## config.mk

```make
export PLATFORM = sky130hd
export DESIGN_NAME = rsa_modexp_serial
export DESIGN_NICKNAME = d
export VERILOG_FILES = /design/src/rtl/rsa_pkg.sv /design/src/rtl/modmul_serial.sv /design/src/rtl/rsa_modexp_serial.sv
export SDC_FILE = /design/constraint.sdc
export NUM_CORES = 2
export LEC_CHECK = 0
export BUFFER_PORTS_ARGS = -buffer_cell sky130_fd_sc_hd__buf_2
export CAP_MARGIN = 20
export CORE_ASPECT_RATIO = 1.25
export CORE_UTILIZATION = 48
export DETAILED_ROUTE_END_ITERATION = 12
export GPL_TIMING_DRIVEN = 0
export PLACE_DENSITY = 0.65
export SLEW_MARGIN = 25
export SYNTH_ARGS = -nofsm -noshare
export SYNTH_HDL_FRONTEND = slang
export SYNTH_SLANG_ARGS = --single-unit
```

## constraint.sdc

```tcl
create_clock -name clk -period 20.2 [get_ports clk]
set_input_delay 4.04 -clock clk [delete_from_list [all_inputs] [get_ports clk]]
set_output_delay 4.04 -clock clk [all_outputs]
set_load 0.01 [all_outputs]
```

## src/rtl/rsa_pkg.sv

```systemverilog
// rsa_pkg -- shared definitions for the serial RSA modular exponentiator.
//   state_t     : top-level FSM encoding (IDLE, REDUCE, STEP, FINISH)
//   mm_latency  : cycles from a modmul_serial go pulse to its valid pulse
package rsa_pkg;

   typedef enum logic [1:0] {
      ST_IDLE   = 2'd0,
      ST_REDUCE = 2'd1,
      ST_STEP   = 2'd2,
      ST_FINISH = 2'd3
   } state_t;

   // One interleaved shift-add-subtract iteration per operand bit.
   function automatic int mm_latency(input int width);
      return width;
   endfunction

endpackage

```

## src/rtl/modmul_serial.sv

```systemverilog
// modmul_serial -- bit-serial modular multiplier, p = a*b mod n.
// MSB-first interleaved shift-add-subtract: one bit of a per cycle, b is the
// addend. The accumulator stays below n between iterations, so the addend b
// must be below n; a may be any WIDTH-bit value (a = m, b = 1 reduces m).
// Ports:
//   clk, rst    : clock, synchronous active-high reset (returns to idle)
//   go          : one-cycle start; a, b, n sampled on that edge
//   a, b, n     : multiplier, addend/multiplicand, modulus
//   p           : product, stable from the valid cycle until the next go
//   valid       : one-cycle pulse exactly mm_latency(WIDTH) cycles after go
module modmul_serial
   import rsa_pkg::*;
#(
   parameter int WIDTH = 32
) (
   input  logic             clk,
   input  logic             rst,
   input  logic             go,
   input  logic [WIDTH-1:0] a,
   input  logic [WIDTH-1:0] b,
   input  logic [WIDTH-1:0] n,
   output logic [WIDTH-1:0] p,
   output logic             valid
);

   localparam int AW = WIDTH + 2;
   localparam int CW = $clog2(WIDTH + 1);

   logic [AW-1:0]    acc;
   logic [WIDTH-1:0] a_sh;
   logic [WIDTH-1:0] b_r;
   logic [WIDTH-1:0] n_r;
   logic [CW-1:0]    cnt;
   logic             running;

   // 2*acc + bit*b is below 3n when acc, b < n, so two conditional
   // subtractions bring it back under n without any divider.
   function automatic logic [AW-1:0] mm_step(input logic [AW-1:0]    acc_in,
                                             input logic             bit_in,
                                             input logic [WIDTH-1:0] addend,
                                             input logic [WIDTH-1:0] modulus);
      logic [AW-1:0] v;
      logic [AW-1:0] nn;
      nn = {2'b00, modulus};
      v  = {acc_in[AW-2:0], 1'b0} + (bit_in ? {2'b00, addend} : {AW{1'b0}});
      if (v >= nn) v = v - nn;
      if (v >= nn) v = v - nn;
      return v;
   endfunction

   // control: the go edge performs the first iteration, the remaining
   // WIDTH-1 iterations follow, and valid rises with the last one
   always_ff @(posedge clk) begin
      if (rst) begin
         running <= 1'b0;
         valid   <= 1'b0;
         cnt     <= '0;
      end else if (go) begin
         running <= 1'b1;
         valid   <= 1'b0;
         cnt     <= CW'(mm_latency(WIDTH) - 1);
      end else if (running) begin
         cnt   <= cnt - CW'(1);
         valid <= (cnt == CW'(1));
         if (cnt == CW'(1)) running <= 1'b0;
      end else begin
         valid <= 1'b0;
      end
   end

   // datapath
   always_ff @(posedge clk) begin
      if (go) begin
         acc  <= mm_step({AW{1'b0}}, a[WIDTH-1], b, n);
         a_sh <= {a[WIDTH-2:0], 1'b0};
         b_r  <= b;
         n_r  <= n;
      end else if (running) begin
         acc  <= mm_step(acc, a_sh[WIDTH-1], b_r, n_r);
         a_sh <= {a_sh[WIDTH-2:0], 1'b0};
      end
   end

   assign p = acc[WIDTH-1:0];

endmodule

```

## src/rtl/rsa_modexp_serial.sv

```systemverilog
// rsa_modexp_serial -- out = m^e mod n, right-to-left binary exponentiation
// with two serial modular multipliers (square and multiply) run in parallel.
// Ports:
//   clk, rst            : clock, synchronous active-high reset
//   start               : request, accepted only in IDLE (wins over abort)
//   abort               : cancels an operation while busy
//   m_in, e_in, n_in    : message, exponent, modulus (sampled on accept)
//   out                 : result, held until the next done
//   busy                : high while REDUCE/STEP are running
//   done                : one-cycle completion pulse
//   err                 : qualifies done, high when n_in < 2 (out = 0)
module rsa_modexp_serial
   import rsa_pkg::*;
#(
   parameter int WIDTH = 32
) (
   input  logic             clk,
   input  logic             rst,
   input  logic             start,
   input  logic             abort,
   input  logic [WIDTH-1:0] m_in,
   input  logic [WIDTH-1:0] e_in,
   input  logic [WIDTH-1:0] n_in,
   output logic [WIDTH-1:0] out,
   output logic             busy,
   output logic             done,
   output logic             err
);

   state_t           state;
   state_t           state_nxt;
   logic             go_r;
   logic             go_nxt;
   logic             accept;
   logic             kill;
   logic             reduce_done;
   logic             step_done;
   logic             last_step;

   logic [WIDTH-1:0] m_r;
   logic [WIDTH-1:0] e_r;
   logic [WIDTH-1:0] n_r;
   logic [WIDTH-1:0] base;
   logic [WIDTH-1:0] res;

   logic [WIDTH-1:0] sq_a;
   logic [WIDTH-1:0] sq_b;
   logic [WIDTH-1:0] sq_p;
   logic             sq_valid;
   logic [WIDTH-1:0] mul_p;
   logic             mul_valid;
   logic             mm_rst;
   logic             mul_go;

   // No exponent bits remain after the current one.
   assign last_step = ((e_r >> 1) == '0);

   always_comb begin
      state_nxt   = state;
      go_nxt      = 1'b0;
      accept      = 1'b0;
      kill        = 1'b0;
      reduce_done = 1'b0;
      step_done   = 1'b0;
      case (state)
         ST_IDLE: begin
            if (start) begin
               accept = 1'b1;
               if (n_in >= WIDTH'(2)) begin
                  state_nxt = ST_REDUCE;
                  go_nxt    = 1'b1;
               end else begin
                  state_nxt = ST_FINISH;
               end
            end
         end
         ST_REDUCE: begin
            if (abort) begin
               kill      = 1'b1;
               state_nxt = ST_IDLE;
            end else if (sq_valid) begin
               reduce_done = 1'b1;
               if (e_r == '0) begin
                  state_nxt = ST_FINISH;
               end else begin
                  state_nxt = ST_STEP;
                  go_nxt    = 1'b1;
               end
            end
         end
         ST_STEP: begin
            if (abort) begin
               kill      = 1'b1;
               state_nxt = ST_IDLE;
            end else if (sq_valid && mul_valid) begin
               step_done = 1'b1;
               if (last_step) state_nxt = ST_FINISH;
               else           go_nxt    = 1'b1;
            end
         end
         default: state_nxt = ST_IDLE;
      endcase
   end

   always_ff @(posedge clk) begin
      if (rst) begin
         state <= ST_IDLE;
         go_r  <= 1'b0;
         out   <= '0;
         err   <= 1'b0;
      end else begin
         state <= state_nxt;
         go_r  <= go_nxt;
         if (accept && (state_nxt == ST_FINISH)) begin
            out <= '0;
            err <= 1'b1;
         end else if (reduce_done && (e_r == '0)) begin
            out <= res;
            err <= 1'b0;
         end else if (step_done && last_step) begin
            out <= e_r[0] ? mul_p : res;
            err <= 1'b0;
         end
      end
   end

   // operand registers (no reset: only meaningful after an accept)
   always_ff @(posedge clk) begin
      if (accept) begin
         m_r <= m_in;
         e_r <= e_in;
         n_r <= n_in;
         res <= WIDTH'(1);
      end else if (step_done) begin
         if (e_r[0]) res <= mul_p;
         e_r <= e_r >> 1;
      end
      if (reduce_done || step_done) base <= sq_p;
   end

   assign busy = (state == ST_REDUCE) || (state == ST_STEP);
   assign done = (state == ST_FINISH);

   // REDUCE borrows the squarer to compute m*1 mod n (m scanned as the
   // multiplier, so m >= n is fine). Abort resets both multipliers so a
   // stale valid can never land in a restarted operation.
   always_comb begin
      sq_a = base;
      sq_b = base;
      if (state == ST_REDUCE) begin
         sq_a = m_r;
         sq_b = WIDTH'(1);
      end
   end

   assign mm_rst = rst | kill;
   assign mul_go = go_r & (state == ST_STEP);

   modmul_serial #(.WIDTH(WIDTH)) u_sq (
      .clk   (clk),
      .rst   (mm_rst),
      .go    (go_r),
      .a     (sq_a),
      .b     (sq_b),
      .n     (n_r),
      .p     (sq_p),
      .valid (sq_valid)
   );

   modmul_serial #(.WIDTH(WIDTH)) u_mul (
      .clk   (clk),
      .rst   (mm_rst),
      .go    (mul_go),
      .a     (res),
      .b     (base),
      .n     (n_r),
      .p     (mul_p),
      .valid (mul_valid)
   );

endmodule

```

Yosys cells after proc, flatten, opt, wreduce, memory -nomap -nowiden --
Cells that the tools add are included.
Storage, ports and cells: bits in registers 468, input port bits 100, output and inout bits 35, logic and storage cells 150
Operators by class: bitwise operators 4, equal/unequal tests 6, multiplexer cells 74, reductions and logical operators 20, $lt $le $gt $ge 9, add/subtract/negate cells 12
Operators with widths (count):
- 32-bit 2-to-1 mux | 15
- 34-bit 2-to-1 mux | 10
- 34-bit by 32-bit greater-or-equal comparator with 1-bit output | 8
- 33-bit 2-to-1 mux | 8
- 34-bit by 32-bit subtractor with 34-bit output | 4
- 33-bit by 32-bit subtractor with 33-bit output | 4
- 34-bit by 32-bit adder with 34-bit output | 2
- 32-bit zero test | 2
- 32-bit by 2-bit greater-or-equal comparator with 1-bit output, second input constant | 1
- 1-bit 2-to-1 mux | 28
- 5-bit 2-to-1 mux | 4
- 2-bit 2-to-1 mux | 7
- 6-bit by 1-bit == test with 1-bit output, second input constant | 2
- 6-bit by 1-bit subtractor with 6-bit output, second input constant | 2
- 2-bit nonzero test | 4
- 2-bit OR reduction | 4
- 2-bit == test, second input constant | 3
- 2-bit case mux with 3 select lines | 1
- 3-bit OR reduction | 2
- 1-bit logical AND | 4
- 1-bit case mux with 3 select lines | 1
- 3-bit nonzero test | 1
- 2-bit by 1-bit == test with 1-bit output, second input constant | 1
- 2-bit zero test | 1
- other kinds (4) | 6

Logic depth before layout (Yosys ltp) --
depth in word-level cells 10, mapped depth 39

Modules after synthesis --
Synthesis repeated with hierarchy kept, for this count alone.
Second synthesis, totals: cell total of the unflattened synthesis 4295, area total of the unflattened synthesis 39267.7 µm²
By module, submodules not included:
- modmul_serial (u_mul) | seq. area each 4003.8 µm², instances 1, cells each 1820, area each 15959.1 µm²
- modmul_serial (u_sq) | seq. area each 4003.8 µm², instances 1, cells each 1796, area each 15424.8 µm²
- rsa_modexp_serial | seq. area each 5205.0 µm², instances 1, cells each 679, area each 7883.8 µm²

Worst setup path after synthesis --
No wires, ideal clock.
path kind reg2reg, start point register u_mul.a_sh[31], end point register u_mul.acc[28], data pin, setup slack 12.410 ns, cell stages (with the launch flop) 37, arrival time 7.534 ns, required time 19.944 ns, period minus slack after synthesis 7.790 ns, path buffers 3, path through edfxtp_1 > clkbuf_1 > and2_1 > ha_1 > inv_1 > fa_1 > nand2b_1 > a21oi_1 > o22ai_2 > a21oi_2 > a221o_1 > a21oi_1 > xnor2_1 > ha_1 > a211oi_1 > o21ai_0 > a21oi_1 > o21ai_0 > a21oi_1 > o31ai_1 > a211oi_1 > buf_2 > buf_2 > nor2_1 > a31oi_1 > ha_1 > fa_1 > nand2b_1 > a21oi_1 > o21ai_0 > a21oi_1 > a41oi_1 > o21ai_0 > a211oi_1 > o2111ai_4 > or3_1 > o211a_1
On the way: word-level cells in the longest chain between the ends 10, elaborated cells between the ends (all ways) 12, those cells by class add/sub (3); order compare (2); mux (7)
RTL lines:
- start: declaration | line modmul_serial.sv:30 | logic [WIDTH-1:0] a_sh;
- start signal: assignment | line modmul_serial.sv:75 | a_sh <= {a[WIDTH-2:0], 1'b0};
- start signal: assignment | line modmul_serial.sv:80 | a_sh <= {a_sh[WIDTH-2:0], 1'b0};
- 32-bit 2-to-1 mux * | line modmul_serial.sv:45 | v = {acc_in[AW-2:0], 1'b0} + (bit_in ? {2'b00, addend} : {AW{1'b0}});
- 34-bit by 32-bit adder with 34-bit output * | line modmul_serial.sv:45
- 34-bit by 32-bit subtractor with 34-bit output / 34-bit by 32-bit greater-or-equal comparator with 1-bit output (equally long branches) | line modmul_serial.sv:46 | if (v >= nn) v = v - nn;
- 34-bit 2-to-1 mux * | line modmul_serial.sv:46
- 34-bit 2-to-1 mux * | line modmul_serial.sv:78 | end else if (running) begin
- 34-bit 2-to-1 mux * | line modmul_serial.sv:73 | if (go) begin
- 33-bit by 32-bit subtractor with 33-bit output / 34-bit by 32-bit greater-or-equal comparator with 1-bit output (equally long branches) | line modmul_serial.sv:47 | if (v >= nn) v = v - nn;
- 33-bit 2-to-1 mux * | line modmul_serial.sv:47
- 33-bit 2-to-1 mux * | line modmul_serial.sv:78
- 33-bit 2-to-1 mux * | line modmul_serial.sv:73
- end signal: assignment | line modmul_serial.sv:74 | acc <= mm_step({AW{1'b0}}, a[WIDTH-1], b, n);
- end signal: assignment | line modmul_serial.sv:79 | acc <= mm_step(acc, a_sh[WIDTH-1], b_r, n_r);
- end: declaration | line modmul_serial.sv:29 | logic [AW-1:0] acc;
Mark *: on every way between the ends. The rest lies on a longest branch, timed or not. The select of a mux whose other input is x is not followed. A chain may end at the register's enable or synchronous reset.

Worst setup path in the final report --
start point register state[1], end point register u_sq.acc[28], data pin
On the way: word-level cells in the longest chain between the ends 9, elaborated cells between the ends (all ways) 12, those cells by class add/sub (2); order compare (2); eq/ne (1); mux (7)
RTL lines:
- start: declaration | line rsa_modexp_serial.sv:30 | state_t state;
- start signal: assignment | line rsa_modexp_serial.sv:112 | state <= state_nxt;
- 2-bit by 1-bit == test with 1-bit output * | line rsa_modexp_serial.sv:150 | if (state == ST_REDUCE) begin
- 32-bit 2-to-1 mux | line rsa_modexp_serial.sv:150
- 32-bit 2-to-1 mux * | line modmul_serial.sv:45
- 34-bit by 32-bit subtractor with 34-bit output / 34-bit by 32-bit greater-or-equal comparator with 1-bit output (equally long branches) | line modmul_serial.sv:46
- 34-bit 2-to-1 mux * | line modmul_serial.sv:46
- 34-bit 2-to-1 mux * | line modmul_serial.sv:73
- 33-bit by 32-bit subtractor with 33-bit output / 34-bit by 32-bit greater-or-equal comparator with 1-bit output (equally long branches) | line modmul_serial.sv:47
- 33-bit 2-to-1 mux * | line modmul_serial.sv:47
- 33-bit 2-to-1 mux * | line modmul_serial.sv:73
- end signal: assignment | line modmul_serial.sv:74
- end signal: assignment | line modmul_serial.sv:79
- end: declaration | line modmul_serial.sv:29
Marked as above.

==> results.json <==
{
  "hold_sp": "u_sq.acc[0]$_DFFE_PP_",
  "worst_slew_pin_slew_ns": 1.11,
  "layout-area-overhead-vs-synth_pct": 10.6,
  "fmax_mhz": 84.0,
  "num-nets-final": 4890,
  "cts-root-buf": "clkbuf_16",
  "number_of_warnings_reported_in_the_yosys_synthesis_log": 0,
  "static_leakage_nw": 17.2,
  "ir_worst_vdd_mv": 0.177,
  "start_util_pct": 48.5,
  "grtUsageTotal_pct": 32.7,
  "cp_max_fo": 10,
  "critical_path_class": "flip-flop to flip-flop",
  "grt_pass1_vias": 32500,
  "async_reset_ff_share_pct": 0,
  "drt_first_iter_violations": 2299,
  "critPathMostFrequentCell": "clkbuf_1",
  "die_h_um": 315,
  "synth.net_count": 4694,
  "seq_area_frac_synth_pct": 35.2,
  "ctsLongestPathBuffers": 3,
  "placeableCoreArea_mm2": 0.0775,
  "syn_area_per_cell_um2": 8.82,
  "netlist_area_mm2": 0.0376,
  "cpMaxStageDelayCell": "clkbuf_1",
  "min-delay-path-class": "flip-flop to flip-flop",
  "dp_slack_ns": 8.47,
  "setup_tns_ns": 0,
  "drtAntennaViolNets": 0,
  "rsz0062_at_grt": "no",
  "hold_ws_ns": 0.461,
  "drc_errors": 0,
  "finalMaxSlewViolations": 0,
  "post_dp_cell_area_mm2": 0.0397,
  "cts_buffers": 51,
  "fin_ws_ns": 8.29,
  "holdPathStages": 0,
  "run_status": "finished clean",
  "worstSkewPairLatency_ns": 0.65,
  "post_synth_num_cell_types": 92,
  "place_inst": 5445,
  "pnr_total_power_mw": 5.59,
  "x_dimension_of_the_die_um": 252,
  "grt_overflow": 0,
  "final.setup_skew_ns": 0.0306,
  "gp_routability_congestion": 0.975,
  "drive_above_1_share_pct": 8.12,
  "slew_headroom_pct": 25.8,
  "place.detailed.hpwl_mm": 109,
  "holdBufCountCts": 0,
  "num_vias": 33100,
  "final-seq-area_mm2": 0.0132,
  "die_area_mm2": 0.0794,
  "start_kind": "flip-flop",
  "tritoncts_num_sinks": 468,
  "timing.critical_path.required_ns": 20.51,
  "rows": 114,
  "routed_wl_mm": 132,
  "largest_net_degree_at_the_start_of_global_routing": 41,
  "fin_area_mm2": 0.0415,
  "grt_pass1_wl_mm": 193,
  "cts_post_setup_buffers_inserted": 0,
  "cap_violations": 0,
  "min_period_ns": 11.91,
  "netlist_instances": 4258,
  "multi_input_comb_area_mm2": 0.0230,
  "dr.pass1.iters": 6,
  "vias_per_cell": 5.96,
  "clock_tree_from_tritoncts": "yes",
  "port_buffers": 134,
  "critical_path.reg2reg.startpoint": "state[1]$_SDFF_PP0_",
  "final-setup-viol-count": 0,
  "cts.htree.levels": 2,
  "critical_path.endpoint_type": "flip-flop",
  "floorplan.io_pins": 135,
  "crit_arrival_ns": 12.22,
  "fin_cells": 5543,
  "layout.core_utilization_pct": 53.6,
  "route.detailed.wl_per_inst_um": 23.8,
  "power_per_cell_area_mw_per_mm2": 135,
  "clkSlewWorstSetupHoldPaths_ns": 0.07,
  "post_cts.resized_instances": 0,
  "reg2reg_slack_ns": 8.29,
  "hold_violations": 0,
  "synth_enable_flop_cells": 384,
  "min_period_over_period_pct": 59.0,
  "synth.ff_latch_count": 468,
  "timing.hold.worst_endpoint": "base[0]$_DFFE_PP_",
  "dominantRegCellSynth": "edfxtp_1",
  "ff2ff_path_depth": 28,
  "initial_antenna_violation_count": 1,
  "critical_path.reg2reg.endpoint": "u_sq.acc[28]$_DFFE_PP_",
  "n_fill_cell": 7369,
  "cpPeakStageDelay_ns": 0.89
}
[cell usage after synthesis (all sizes together) (26+ instances only)]
| master | number | area share, % |
|---|---|---|
| mux2 | 54 | 1.6 |
| nand2 | 522 | 5.2 |
| nand4 | 52 | 0.87 |
| o21a | 52 | 1.0 |
| and3 | 33 | 0.55 |
| o21bai | 48 | 0.96 |
| a21oi | 434 | 5.8 |
| xor2 | 116 | 2.7 |
| a211oi | 102 | 2.1 |
| mux2i | 63 | 1.7 |
| a21o | 110 | 2.2 |
| a31oi | 26 | 0.43 |
| inv | 200 | 2.0 |
| nor3 | 90 | 1.2 |
| nor2b | 67 | 1.1 |
| nor2 | 287 | 2.9 |
| edfxtp | 384 | 31 |
| dfxtp | 84 | 4.5 |
| o21ai | 240 | 3.2 |
| ha | 326 | 11 |
| o22ai | 46 | 0.78 |
| o211ai | 39 | 0.78 |
| nand3 | 72 | 0.96 |
| clkbuf | 116 | 1.2 |
| and2 | 128 | 2.1 |
| nand2b | 43 | 0.72 |
| buf | 39 | 0.55 |
| xnor2 | 167 | 3.9 |
| o31ai | 26 | 0.52 |
[worst max path at each step]
stage	from	endpoint	slack [ns]	cells after the start
5_1_grt	state[1]$_SDFF_PP0_	u_sq.acc[28]$_DFFE_PP_	8.34	28
4_1_cts	state[1]$_SDFF_PP0_	u_sq.acc[28]$_DFFE_PP_	8.42	28
2_1_floorplan	u_mul.a_sh[31]$_DFFE_PP_	u_mul.acc[28]$_DFFE_PP_	12.41	36
3_5_place_dp	state[1]$_SDFF_PP0_	u_sq.acc[28]$_DFFE_PP_	8.47	28
6_report	state[1]$_SDFF_PP0_	u_sq.acc[28]$_DFFE_PP_	8.29	28
3_3_place_gp	state[1]$_SDFF_PP0_	u_sq.acc[28]$_DFFE_PP_	7.20	28
[registers in the layout, summed over array words and instances, names as in the netlist, 2 cells and up]
| register | flops |
|---|---|
| out | 32 |
| u_mul.acc | 33 |
| m_r | 32 |
| u_mul.b_r | 32 |
| base | 32 |
| u_sq.a_sh | 31 |
| u_sq.cnt | 6 |
| e_r | 32 |
| u_sq.b_r | 32 |
| state | 2 |
| u_sq.n_r | 32 |
| res | 32 |
| u_mul.a_sh | 31 |
| u_sq.acc | 33 |
| n_r | 32 |
| u_mul.n_r | 32 |
| u_mul.cnt | 6 |
[routing by layer]
metal / global-route usage, % / part of all wire, %
met3: 2.86 / 4.2
met1: 36.1 / 38
met5: 0 / 0
met4: 23.9 / 8.3
met2: 58.7 / 49
[critical path, delay by kind of cell (launching register included)]
family	cells	cell delay [ns]
adder cells (fa/ha/maj)	3	1.42
flip-flops	1	0.34
AO/OA/AOI/OAI	8	2.58
AND/OR/NAND/NOR	9	2.81
buffers and inverters	8	4.37
[power by group]
part           switching (mW)  internal (mW)  leakage (nW)
clock                   0.445          0.576         0.852
combinational            1.95           1.36          12.1
sequential             0.0460           1.22          4.24
total                    2.44           3.15          17.2
[cell usage in the layout (no fill, tap or decap), types with 11 or more instances in the layout]
cell         n
a41oi_1     11
and4_1      17
o211ai_1    39
dfxtp_1     83
a21o_1     110
o22ai_1     45
ha_1       326
a211oi_1    99
nand4_1     52
nand2_1    520
inv_1      198
a311oi_1    11
o21bai_1    48
and2_1     128
nor4_1      22
nor2_1     286
nand3_1     72
xor2_1     116
xnor2_1    167
mux2i_1     63
edfxtp_1   384
clkbuf_16   52
o21ai_0    229
nand2b_1    42
a221oi_1    13
nor2b_1     67
mux2_2      53
o31ai_1     26
and3_1      33
o31a_1      16
clkbuf_1   116
a21oi_1    431
buf_2      156
or2_2       15
a211o_1     14
nor3_1      89
a31oi_1     26
o21a_1      52
or3_1       18
buf_1       11
[cells by family (layout without fill, tap and decap cells)]
group	Yosys count	after routing	synth area share [%]
adder cells (fa/ha/maj)	336	336	11.4
buffers and inverters	355	594	3.72
AND/OR/NAND/NOR	1401	1401	17.7
AO/OA/AOI/OAI	1298	1298	22.1
multiplexers	117	117	3.30
other	0	2	0
flip-flops	468	468	35.2
XOR/XNOR	283	283	6.60
[cell type report]
type                    instances  area share [%]
well taps                    1044            3.14
inverters                     200            1.81
repair buffers                143            2.00
clock buffers                  57            3.23
flip-flops and latches        468            31.8
multi-input cells            3435            55.3
clock inverters                39            1.07
diodes                          2          0.0120
plain buffers                 155            1.57
No activity file was read; power rests on OpenSTA's default activity.
